==> config.mk <==
export PLATFORM = sky130hd
export DESIGN_NAME = packet_arbiter
export DESIGN_NICKNAME = d
export VERILOG_FILES = /design/src/rtl/packet_arbiter_pkg.sv /design/src/rtl/packet_arbiter_rr_priority.sv /design/src/rtl/packet_arbiter.sv
export SDC_FILE = /design/constraint.sdc
export NUM_CORES = 1
export LEC_CHECK = 0
export CAP_MARGIN = 20
export CORE_AREA = 2 2 68 70
export CTS_BUF_LIST = sky130_fd_sc_hd__clkbuf_8 sky130_fd_sc_hd__clkbuf_16
export DETAILED_ROUTE_END_ITERATION = 10
export DIE_AREA = 0 0 70 72
export DONT_BUFFER_PORTS = 1
export GPL_TIMING_DRIVEN = 1
export SLEW_MARGIN = 10
export SYNTH_ARGS = -nofsm -noshare
export SYNTH_HDL_FRONTEND = slang
export SYNTH_SLANG_ARGS = --single-unit
==> constraint.sdc <==
create_clock -name clock -period 3.81 [get_ports clock]
set_input_delay 0.381 -clock clock [delete_from_list [all_inputs] [get_ports clock]]
set_output_delay 0.381 -clock clock [all_outputs]
set_load 0.005 [all_outputs]
==> src/rtl/packet_arbiter_pkg.sv <==
// Shared types and constants for the packet arbiter: FSM states, the header
// magic byte and the header word builder.
package packet_arbiter_pkg;

  typedef enum logic [1:0] {
    IDLE  = 2'd0,
    HDR   = 2'd1,
    BURST = 2'd2
  } arb_state_t;

  localparam logic [7:0] HDR_MAGIC = 8'hA5;

  typedef logic [31:0] word_t;

  // Sequence counts narrower than 16 bits arrive zero-extended, which gives the middle padding.
  function automatic word_t hdr_word(input logic [7:0] src, input logic [15:0] seq);
    return {HDR_MAGIC, src, seq};
  endfunction

endpackage

==> src/rtl/packet_arbiter_rr_priority.sv <==
// Combinational round-robin pick: the first set request found scanning
// upward from ptr_i with wrap-around. Kept generic for reuse by other arbiters.
module rr_priority #(
  parameter int M = 4
) (
  input  logic [M-1:0]         req_i,
  input  logic [$clog2(M)-1:0] ptr_i,
  output logic                 any_o,
  output logic [$clog2(M)-1:0] idx_o
);

  localparam int IW = $clog2(M);

  logic          found;
  logic [IW-1:0] cand;

  always_comb begin
    found = 1'b0;
    cand  = '0;
    idx_o = '0;
    for (int k = 0; k < M; k++) begin
      cand = IW'((int'(ptr_i) + k) % M);
      if (!found && req_i[cand]) begin
        found = 1'b1;
        idx_o = cand;
      end
    end
  end

  assign any_o = |req_i;

endmodule

==> src/rtl/packet_arbiter.sv <==
// Packet-granular round-robin arbiter merging M word streams onto one output.
// Define PACKET_ARBITER_HEADER_EN to prefix each packet with a source/sequence header.
module packet_arbiter
  import packet_arbiter_pkg::*;
#(
  parameter int M     = 4,
  parameter int SEQ_W = 16
) (
  input  logic         clock,
  input  logic         reset,
  input  word_t        in_data [M],
  input  logic [M-1:0] in_valid,
  input  logic [M-1:0] in_last,
  output logic [M-1:0] upstream_stall,
  output word_t        out_data,
  output logic         out_valid,
  input  logic         downstream_stall
);

  localparam int IW = $clog2(M);
  localparam logic [IW-1:0] LastIdx = IW'(M - 1);
  localparam logic [IW-1:0] OneIdx  = IW'(1);

  if (M < 2 || M > 16 || SEQ_W < 1 || SEQ_W > 16) begin : gBadParams
    $error("packet_arbiter: M must be 2..16 and SEQ_W 1..16");
  end

  arb_state_t    state_q, state_d;
  logic [IW-1:0] grant_q, grant_d;
  logic [IW-1:0] rrPtr_q, rrPtr_d;
  logic [IW-1:0] pickIdx;
  logic          pickAny;
  logic          lastXfer;
`ifdef PACKET_ARBITER_HEADER_EN
  logic [SEQ_W-1:0] seq_q, seq_d;
`endif

  rr_priority #(.M(M)) uPick (
    .req_i (in_valid),
    .ptr_i (rrPtr_q),
    .any_o (pickAny),
    .idx_o (pickIdx)
  );

  assign lastXfer = in_valid[grant_q] && !downstream_stall && in_last[grant_q];

  always_ff @(posedge clock) begin
    if (reset) begin
      state_q <= IDLE;
      grant_q <= '0;
      rrPtr_q <= '0;
`ifdef PACKET_ARBITER_HEADER_EN
      seq_q   <= '0;
`endif
    end else begin
      state_q <= state_d;
      grant_q <= grant_d;
      rrPtr_q <= rrPtr_d;
`ifdef PACKET_ARBITER_HEADER_EN
      seq_q   <= seq_d;
`endif
    end
  end

  always_comb begin
    state_d = state_q;
    grant_d = grant_q;
    rrPtr_d = rrPtr_q;
`ifdef PACKET_ARBITER_HEADER_EN
    seq_d   = seq_q;
`endif
    case (state_q)
      IDLE: begin
        if (pickAny) begin
          grant_d = pickIdx;
`ifdef PACKET_ARBITER_HEADER_EN
          state_d = HDR;
`else
          state_d = BURST;
`endif
        end
      end
`ifdef PACKET_ARBITER_HEADER_EN
      HDR: begin
        if (!downstream_stall) state_d = BURST;
      end
`endif
      BURST: begin
        // Advancing the pointer past the winner is what stops it winning twice in a row.
        if (lastXfer) begin
          state_d = IDLE;
          rrPtr_d = (grant_q == LastIdx) ? '0 : grant_q + OneIdx;
`ifdef PACKET_ARBITER_HEADER_EN
          seq_d   = seq_q + SEQ_W'(1);
`endif
        end
      end
      default: state_d = IDLE;
    endcase
  end

  always_comb begin
    out_valid      = 1'b0;
    out_data       = '0;
    upstream_stall = '1;
    case (state_q)
`ifdef PACKET_ARBITER_HEADER_EN
      HDR: begin
        out_valid = 1'b1;
        out_data  = hdr_word(8'(grant_q), 16'(seq_q));
      end
`endif
      BURST: begin
        out_valid               = in_valid[grant_q];
        out_data                = in_data[grant_q];
        upstream_stall[grant_q] = downstream_stall;
      end
      default: ;
    endcase
  end

endmodule

**Word-level counts from Yosys, hierarchy flattened**

Index checks and enable logic that the tools add are counted.

- Bits of input ports: 139
- Register bits: 6

- Equality and inequality tests: 4
- Add/subtract/negate cells: 4
- Multiplexer cells: 31
- Reductions and logical operators: 15
- Bitwise logic cells: 3
- Order comparisons: 7

Operators by type and width:

| kind | number |
|---|---|
| $mux W32 | 3 |
| $bmux W32 S2 | 1 |
| $lt A2 B3 Y1 const B | 5 |
| $mux W2 | 7 |
| $bmux W1 S2 | 6 |
| $mux W1 | 11 |
| $logic_and A1 B1 Y1 | 6 |
| $reduce_and A2 Y1 | 3 |
| $add A2 B1 Y2 const B | 2 |
| $add A2 B2 Y2 const B | 2 |
| $eq A2 B2 Y1 const B | 2 |
| $logic_not A1 Y1 | 4 |
| $mux W4 | 1 |
| $ne A2 B2 Y1 const B | 2 |
| $not A4 Y4 | 1 |
| $or A4 B4 Y4 | 1 |
| $pmux W2 S2 | 1 |
| $reduce_or A4 Y1 | 1 |
| $ge A3 B3 Y1 const B | 1 |
| $not A2 Y3 | 1 |
| $demux W1 S2 | 1 |
| $ge A2 B1 Y1 const B | 1 |
| $logic_not A2 Y1 | 1 |

**Logic depth before layout (Yosys ltp)**

Gate-level depths: netlist of run 1.

- Depth in word-level cells: 12
- Gate-level depth with buffers: 5

**By module**

From an unflattened synthesis of run 1, not the netlist that was laid out.

- Cells, all modules: 132
- Area total of the unflattened synthesis: 1448.9 sq um

Modules (own cells, without submodules):

| module | times used | area an instance (sq um) | cells an instance |
|---|---|---|---|
| packet_arbiter | 1 | 1371.3 | 117 |
| rr_priority | 1 | 77.6 | 15 |

**Worst setup path before layout of run 1**

OpenSTA, ideal clock, no wires.

- Kind: reg-to-output
- Start: reg grant_q[0]
- End: out out_data[10]
- Stages on the path, launching flop included: 5
- Required time: 3.429 ns
- Data arrival time: 1.559 ns
- Slack: 1.870 ns
- Cells stage by stage: dfxtp_1 buf_2 buf_2 mux4_2 and2_1

- Word-level cells in the longest chain between the ends: 5

Ends and longest elaborated chain:

| item | line | RTL |
|---|---|---|
| start: declaration | packet_arbiter.sv:29 | `logic [IW-1:0] grant_q, grant_d;` |
| start signal: assignment | packet_arbiter.sv:57 | `grant_q <= grant_d;` |
| $not A2 Y3 (not written as such) | packet_arbiter.sv:115 | `out_data = in_data[grant_q];` |
| $bmux W32 S2 | packet_arbiter.sv:115 |  |
| $mux W32 (not written as such) (2 in series) | packet_arbiter.sv:115 |  |
| $mux W32 | packet_arbiter.sv:106 | `case (state_q)` |
| end: declaration | packet_arbiter.sv:15 | `output word_t out_data,` |

Every way passes these cells. The select of a mux whose other input is x is not followed.

**Worst setup path in the final report of run 1**

- Start: reg grant_q[0]
- End: out out_data[8]

Same word-level chain as after synthesis.

==> impl_metrics.json, run 1 <==
{
  "ys_seq_area_frac": 0.07067,
  "die_area_um2": 5040,
  "viasPerCell": 6.778,
  "arrival_ns": 2.17,
  "finalHoldViolCount": 0,
  "synthTopCellsByArea": "mux4_2 (56%), and2_1 (16%), dfxtp_1 (7.1%), ha_1 (3.5%), nand2_1 (2.7%)",
  "ios": 176,
  "area_growth_pct": 4.858,
  "cp.required_ns": 3.43,
  "gr-total-overflow": 0,
  "core-area_um2": 4264,
  "start_kind": "flop",
  "dpl.hpwl_um": 4324,
  "setup_violations": 0,
  "peakVddDrop_uv": 293.5,
  "first_pass_iters": 4,
  "final_core_util": 0.3483,
  "power_density_nw_per_um2": 207.8,
  "cts_tree": "built",
  "slew-limit-headroom": 0.4041,
  "wirelength_um": 5044,
  "cp_max_fo": 24,
  "drv_cap": 0,
  "ys_warn_count": 0,
  "synth_top_cell_by_area": "mux4_2",
  "whs_ns": 0.2172,
  "setup_tns_ns": 0,
  "drt_iter0_markers": 60,
  "synth-edff-count": 0,
  "endpoint_kind": "primary output",
  "cts_root_buf": "clkbuf_8",
  "antenna_found_initial": 2,
  "clock_path_buffers": 2,
  "hold_buffers": 0,
  "post-cts-setup-buffers": 0,
  "synthDistinctLibCells": 20,
  "holdCritStartpoint": "reset",
  "ant_nets": 0,
  "min_period_ns": 2.554,
  "p_leak_nw": 0.4525,
  "grt_pass1_wl_um": 7376,
  "synth_most_common_cell": "and2_1",
  "run_status": "finished clean",
  "hold_depth": 1,
  "timing.fmax_mhz": 391.5,
  "globalplace.congestion": 0.7557,
  "syn_avg_cell_area_um2": 10.98,
  "fill_cells": 443,
  "cts_resized": 0,
  "ys_async_sr_fraction": 0,
  "yosys-top-cells-count": "and2_1 (37), mux4_2 (35), nand2_1 (10)",
  "rr_endpoint": "rrPtr_q[0]",
  "layout-drive-gt1-share": 0.3415,
  "netlist_instances": 129,
  "grt_pass1_vias": 1229,
  "clk_pin_slew_worst_paths_ns": 0.03,
  "post_drt_wl_per_cell_um": 28.66,
  "rrSetupSlack_ns": 1.72,
  "rsz0062_at_grt": "no",
  "vias": 1193,
  "initial_core_util": 0.3322,
  "cts_sinks": 5,
  "grt_max_degree": 38,
  "track_usage": 0.1911,
  "die_h_um": 72,
  "nNetsFinal": 267,
  "multi_input_area_um2": 1234,
  "yosysTopAreaCellShare": 0.5565,
  "slew_viol_final": 0,
  "min_path_type": "in -> reg",
  "min_to": "grant_q[0]",
  "clk_latency_ns": 0.22,
  "ys_ff_latch": 5,
  "synth_nets": 272,
  "die_w_um": 70,
  "numPortBuffers": 0,
  "fin_total_pwr_mw": 0.3086,
  "seq_area_um2": 102.6,
  "htree_levels": 1,
  "fin_crit_sh": 0.6704,
  "finClkSkew_ns": 0.001811,
  "critPathKind": "reg -> out",
  "syn-cell-area_um2": 1416,
  "fp-row-count": 24,
  "r2r.worst_path.cells": 4,
  "r2r_start": "grant_q[1]",
  "cts_buffers": 3,
  "ys.flop_type": "dfxtp_1",
  "drc": 0,
  "tightestPinTransition_ns": 0.8822
}
==> routing by layer <==
layer | up-vias | track usage | part of all wire
met5 | - | 0 | 0
li1 | 496 | - | -
met2 | 101 | 0.3238 | 0.52
met1 | 592 | 0.2411 | 0.37
met4 | 0 | 0.02991 | 0.0046
met3 | 4 | 0.06944 | 0.11
==> sequential cells by signal, indices dropped and copies added (netlist names) <==
signal   count
grant_q      2
rrPtr_q      2
state_q      1
==> layout make-up <==
class | count | share of cell area
diodes | 1 | 0.001685
clock buffers | 3 | 0.02780
clock inverters | 1 | 0.002527
inverters | 7 | 0.01938
multi-input cells | 106 | 0.8307
flip-flops and latches | 5 | 0.06908
well taps | 52 | 0.04381
repair buffers | 1 | 0.005055
==> critical path: stages (launching register included) <==
cell and delay, ns:
dfxtp_2 0.78, buf_4 0.41, mux4_2 0.55, and2_1 0.20
==> cell usage in the layout, fill, tap and decap left out, types with 3 or more instances in the layout <==
| cell type | Yosys | layout |
|---|---|---|
| a221oi_1 | 3 | 3 |
| and2_1 | 37 | 37 |
| nand2_1 | 10 | 10 |
| dfxtp_1 | 5 | 3 |
| a21oi_1 | 6 | 6 |
| o21ai_0 | 3 | 3 |
| clkbuf_8 | 0 | 3 |
| ha_1 | 4 | 4 |
| inv_1 | 6 | 7 |
| mux4_2 | 35 | 35 |
==> per-stage QoR <==
step / instance area [um^2] / setup slack (ns) / std cells
final: 1485 / 1.256 / 176
after global routing: 1485 / 1.097 / 176
after CTS: 1483 / 1.189 / 175
after detailed placement: 1438 / 1.427 / 171
after global placement: 1438 / 1.511 / 171
after floorplan: 1416 / 1.870 / 129
==> logic make-up (layout without fill, tap and decap cells) <==
kind of cell / after synthesis / count (layout) / synth area share
adders and majority gates: 4 / 4 / 0.03534
buffers and inverters: 18 / 12 / 0.05830
other: 0 / 1 / 0
and+or+nand+nor: 52 / 52 / 0.2102
DFF: 5 / 5 / 0.07067
muxes: 35 / 35 / 0.5565
AOI/OAI and AO/OA: 15 / 15 / 0.06891
==> report_power, final <==
part	internal (mW)	leakage, nW	total [mW]	switching, mW
clock network	0.0692	0.0269	0.0971	0.0279
logic	0.0859	0.384	0.132	0.0459
registers	0.0559	0.0418	0.0798	0.0239
==> how the worst max path moves through the flow <==
stage | startpoint | end | slack (ns)
after detailed placement | grant_q[0] | out_data[8] | 1.43
after global placement | grant_q[0] | out_data[5] | 1.51
final | grant_q[0] | out_data[8] | 1.26
after CTS | grant_q[0] | out_data[8] | 1.19
after global routing | grant_q[0] | out_data[4] | 1.10
after floorplan | grant_q[0] | out_data[10] | 1.87
(Power assumes the default switching activity.)
==> run 2, diff against run 1 <==
--- a/config.mk
+++ b/config.mk
@@ -6,10 +6,10 @@
 export NUM_CORES = 1
 export LEC_CHECK = 0
 export CAP_MARGIN = 20
-export CORE_AREA = 2 2 68 70
+export CORE_AREA = 2 2 69 71
 export CTS_BUF_LIST = sky130_fd_sc_hd__clkbuf_8 sky130_fd_sc_hd__clkbuf_16
 export DETAILED_ROUTE_END_ITERATION = 10
-export DIE_AREA = 0 0 70 72
+export DIE_AREA = 0 0 71 73
 export DONT_BUFFER_PORTS = 1
 export GPL_TIMING_DRIVEN = 1
 export SLEW_MARGIN = 10
==> constraint.sdc (replaced) <==
create_clock -name clock -period 2.51 [get_ports clock]
set_input_delay 0.251 -clock clock [delete_from_list [all_inputs] [get_ports clock]]
set_output_delay 0.251 -clock clock [all_outputs]
set_load 0.005 [all_outputs]
==> run 2 against run 1 <==
Die area increased by 2.8%. Core utilization is 1.6 points lower. First-iteration DRC count is 8.3% lower. Via count increased by 0.50%. Non-clock buffer count is 3 higher. Global-route usage is 2.1 points lower. Sequential power is 12% higher. Cell count grew 2.3%. Register-to-register slack got worse by 0.82 ns. Cell area is 1.4% higher. Combinational power up 77%. Power grew 53%. Critical endpoint is now out_data[9]. Highest routed layer unchanged.
==> impl_metrics.json, run 2 (synthesis gave the netlist of run 1 again) <==
{
  "ios": 176,
  "crit_path_cell_trace": "buf_4, mux4_2, and2_1",
  "seq_area_um2": 101.3,
  "layout-drive-gt1-share": 0.3492,
  "post_drt_wl_per_cell_um": 27.14,
  "combPwrFrac": 0.497,
  "fin_total_pwr_mw": 0.4712,
  "multi_input_area_um2": 1234,
  "vias": 1199,
  "holdCritStartpoint": "reset",
  "start_kind": "flop",
  "core-area_um2": 4536,
  "seqPwrFrac": 0.189,
  "rsz0062_at_grt": "no",
  "die_h_um": 73,
  "r2r_start": "grant_q[1]",
  "dp_cells": 176,
  "clock_path_buffers": 2,
  "fp-row-count": 25,
  "grt_max_degree": 37,
  "num_antenna_cells": 0,
  "cts_tree": "built",
  "min_path_type": "in -> reg",
  "finClkSkew_ns": 0.003517,
  "cp.buffers_inverters": 1,
  "grt_pass1_vias": 1250,
  "cts_resized": 0,
  "r2r.worst_path.cells": 4,
  "switching_share": 0.3128,
  "critPathKind": "reg -> out",
  "cp.required_ns": 2.26,
  "peakVddDrop_uv": 329.5,
  "rrSetupSlack_ns": 0.90,
  "cts_sinks": 5,
  "run_status": "finished clean",
  "cts_buffers": 3,
  "hold_depth": 1,
  "clk_latency_ns": 0.22,
  "tightestPinTransition_ns": 0.7951,
  "drv_cap": 0,
  "critPathMaxStageDelay_ns": 0.54,
  "rr_endpoint": "rrPtr_q[0]",
  "top_regs": "grant_q: 2 flops, rrPtr_q: 2 flops, state_q: 1 flops",
  "post-cts-setup-buffers": 0,
  "viasPerCell": 6.661,
  "cp_max_fo": 18,
  "layout_common_cells": "and2_1 (37), mux4_2 (35), nand2_1 (10)",
  "htree_levels": 1,
  "initial_core_util": 0.3123,
  "dpl.hpwl_um": 4300,
  "clk_pin_slew_worst_paths_ns": 0.04,
  "slew-limit-headroom": 0.4630,
  "final_common_cell": "and2_1",
  "power_density_nw_per_um2": 312.8,
  "timing.fmax_mhz": 520.7,
  "fill_cells": 461,
  "min_period_ns": 1.920,
  "cts_root_buf": "clkbuf_8",
  "cellInternalPower_mw": 0.3238,
  "die_area_um2": 5183,
  "ant_nets": 0,
  "hold_buffers": 0,
  "arrival_ns": 1.67,
  "min_to": "grant_q[1]",
  "fin_crit_sh": 0.7651,
  "endpoint_kind": "primary output",
  "p_leak_nw": 0.4677,
  "track_usage": 0.1702,
  "grt_pass1_wl_um": 6831,
  "antenna_found_initial": 0,
  "p_sw_mw": 0.1474,
  "gr-total-overflow": 0,
  "globalplace.congestion": 0.7975,
  "drt_iter0_markers": 55,
  "nNetsFinal": 270,
  "final_cells": 180,
  "area_growth_pct": 6.360,
  "die_w_um": 71,
  "crit_family": "multiplexers",
  "setup_violations": 0,
  "cpMaxStageDelayCell": "mux4_2",
  "wirelength_um": 4885,
  "slew_viol_final": 0,
  "first_pass_iters": 4,
  "numPortBuffers": 0,
  "clkPwrFrac": 0.314,
  "finalHoldViolCount": 0,
  "drc": 0,
  "setup_tns_ns": 0,
  "final_core_util": 0.3321,
  "whs_ns": 0.09252
}
-- run 2: metal layers --
metal / wire (um) / vias to the layer above / track usage
met5: 0 / - / 0
met4: 65 / 0 / 0.02516
met3: 469 / 8 / 0.04972
met2: 2473 / 93 / 0.2752
met1: 1876 / 598 / 0.2324
li1: - / 500 / -
-- run 2: worst register-to-register path, delay by kind of cell, from the launching register on --
| kind | cells | cell delay (ns) |
|---|---|---|
| buffers and inverters | 1 | 0.29 |
| adder cells (fa/ha/maj) | 1 | 0.27 |
| AO/OA/AOI/OAI | 1 | 0.15 |
| AND/OR/NAND/NOR | 1 | 0.50 |
| flip-flops | 1 | 0.33 |
-- run 2: cell type report --
class                      count  area share
clock buffer                   3     0.02741
inverter                       7     0.01910
clock inverter                 1    0.002492
multi-input combinational    106      0.8189
timing repair buffer           4     0.01993
tap                           54     0.04485
sequential                     5     0.06728
-- run 2: power groups by stage --
stage                     combinational, mW  sequential [mW]  clock, mW
final                                 0.234           0.0892      0.148
after global routing                  0.254           0.0900      0.158
after CTS                             0.237           0.0893      0.151
after detailed placement              0.236           0.0906          0
after global placement                0.230           0.0901          0
after floorplan                       0.205           0.0895          0
-- run 2: through the flow --
stage	setup slack [ns]	cell area (um^2)
CTS	0.5657	1506
floorplan	0.7001	1416
finish	0.5896	1506
global placement	0.8597	1461
detailed placement	0.8055	1461
global route	0.4922	1506
-- run 2: worst max-delay path by stage --
| stage | end | startpoint | cells past startpoint |
|---|---|---|---|
| 2_1_floorplan | out_data[10] | grant_q[0] | 4 |
| 3_3_place_gp | out_data[9] | grant_q[0] | 3 |
| 3_5_place_dp | out_data[6] | grant_q[0] | 3 |
| 4_1_cts | out_data[9] | grant_q[0] | 3 |
| 5_1_grt | out_data[5] | grant_q[0] | 3 |
| 6_report | out_data[9] | grant_q[0] | 3 |
==> run 3, diff against run 2 <==
==> constraint.sdc (replaced) <==
create_clock -name clock -period 2 [get_ports clock]
set_input_delay 0.2 -clock clock [delete_from_list [all_inputs] [get_ports clock]]
set_output_delay 0.2 -clock clock [all_outputs]
set_load 0.005 [all_outputs]
==> run 3 against run 2 <==
Critical path depth is the same. Worst hold slack lost 0.052 ns. Cell area grew 0.83%. Critical endpoint is now out_data[16].
==> impl_metrics.json, run 3 (synthesis gave the netlist of run 1 again) <==
{
  "arrival_ns": 1.68,
  "grt_pass1_wl_um": 6879,
  "nNetsFinal": 270,
  "holdCritStartpoint": "reset",
  "cp.required_ns": 1.80,
  "run_status": "finished clean",
  "cp.buffers_inverters": 1,
  "wirelength_um": 4973,
  "initial_core_util": 0.3123,
  "crit_path_cell_trace": "buf_12, mux4_2, and2_1",
  "antenna_found_initial": 0,
  "slew-limit-headroom": 0.4872,
  "slew_viol_final": 0,
  "crit_path_start": "grant_q[0]",
  "drv_cap": 0,
  "min_path_type": "in -> reg",
  "dpl.hpwl_um": 4457,
  "globalplace.congestion": 0.8235,
  "power_density_nw_per_um2": 389.2,
  "grtUsageMet3": 0.05801,
  "grt_max_degree": 33,
  "setup_slack_ns": 0.1227,
  "layout_common_cells": "and2_1 (37), mux4_2 (35), nand2_1 (10)",
  "met1_usage": 0.2090,
  "die_w_um": 71,
  "track_usage": 0.1710,
  "setup_tns_ns": 0,
  "critPathMaxStageDelay_ns": 0.56,
  "pre_cts_slack_ns": 0.3563,
  "die_area_um2": 5183,
  "hold_buffers": 0,
  "viasPerCell": 6.600,
  "cp_max_fo": 32,
  "grt_pass1_vias": 1268,
  "cts_resized": 0,
  "ios": 176,
  "critPathKind": "reg -> out",
  "die_h_um": 73,
  "drt_iter0_markers": 76,
  "fill_cells": 446,
  "timing.fmax_mhz": 532.7,
  "top_usage_layer": "met2",
  "htree_levels": 1,
  "post-cts-setup-buffers": 0,
  "cts_root_buf": "clkbuf_8",
  "met2_usage": 0.2856,
  "p_leak_nw": 0.4708,
  "start_kind": "flop",
  "gr-total-overflow": 0,
  "clk_pin_slew_worst_paths_ns": 0.04,
  "area_growth_pct": 7.244,
  "post_drt_wl_per_cell_um": 27.63,
  "final_core_util": 0.3349,
  "cts_tree": "built",
  "crit_family": "multiplexers",
  "core-area_um2": 4536,
  "clk_latency_ns": 0.22,
  "r2r_start": "grant_q[1]",
  "drc": 0,
  "endpoint_kind": "primary output",
  "fp-row-count": 25,
  "tightestPinTransition_ns": 0.7592,
  "cts_sinks": 5,
  "vias": 1188,
  "cpMaxStageDelayCell": "mux4_2",
  "setup_violations": 0,
  "first_pass_iters": 4,
  "min_period_ns": 1.877,
  "clock_path_buffers": 2,
  "finalHoldViolCount": 0,
  "rsz0062_at_grt": "no",
  "top_regs": "grant_q: 2 flops, rrPtr_q: 2 flops, state_q: 1 flops",
  "num_antenna_cells": 0,
  "finClkSkew_ns": 0.001663,
  "ant_nets": 0,
  "numPortBuffers": 0,
  "layout-drive-gt1-share": 0.3492,
  "cts_buffers": 3,
  "final_common_cell": "and2_1",
  "peakVddDrop_uv": 330.1,
  "fin_crit_sh": 0.9387
}
[run 3: power breakdown]
group / total (mW) / internal [mW] / switching, mW
Sequential: 0.117 / 0.106 / 0.0106
Clock: 0.180 / 0.131 / 0.0487
Combinational: 0.294 / 0.171 / 0.123
[run 3: layout make-up]
| class | count | area (um^2) | share of cell area |
|---|---|---|---|
| Inverter | 7 | 28.78 | 0.01895 |
| Clock buffer | 3 | 41.29 | 0.02718 |
| Sequential cell | 5 | 101.3 | 0.06672 |
| Multi-Input combinational cell | 106 | 1234 | 0.8122 |
| Tap cell | 54 | 67.56 | 0.04448 |
| Timing Repair Buffer | 4 | 42.54 | 0.02801 |
| Clock inverter | 1 | 3.754 | 0.002471 |
[run 3: worst reg2reg max path, cell delays in order (launching register included)]
cell and delay [ns]:
dfxtp_1 0.33, inv_4 0.09, mux4_2 0.54, or4_1 0.41
a21oi_1 0.16
[run 3: routing by layer]
layer  share of wire  up-vias
li1                -      500
met1            0.36      579
met2            0.51       97
met3            0.10       12
met4           0.022        0
met5               0        -
[run 3: worst paths after layout]
check,to,slack [ns],cells after the start
worst max-delay path,out_data[16],0.12,3
worst min-delay path,grant_q[0],0.04,1
worst max register to register,rrPtr_q[0],0.40,4
worst min register to register,rrPtr_q[0],0.50,2
[run 3: per-stage QoR]
| step | power, mW | hold WS (ns) | cell area (um^2) | std cells |
|---|---|---|---|---|
| finish | 0.5912 | 0.04059 | 1519 | 180 |
| global route | 0.6277 | 0.03915 | 1519 | 180 |
| CTS | 0.5971 | 0.03691 | 1519 | 180 |
| detailed placement | 0.4151 | 0.2661 | 1474 | 176 |
| global placement | 0.4065 | 0.2653 | 1474 | 176 |
| floorplan | 0.3690 | 0.2691 | 1416 | 129 |
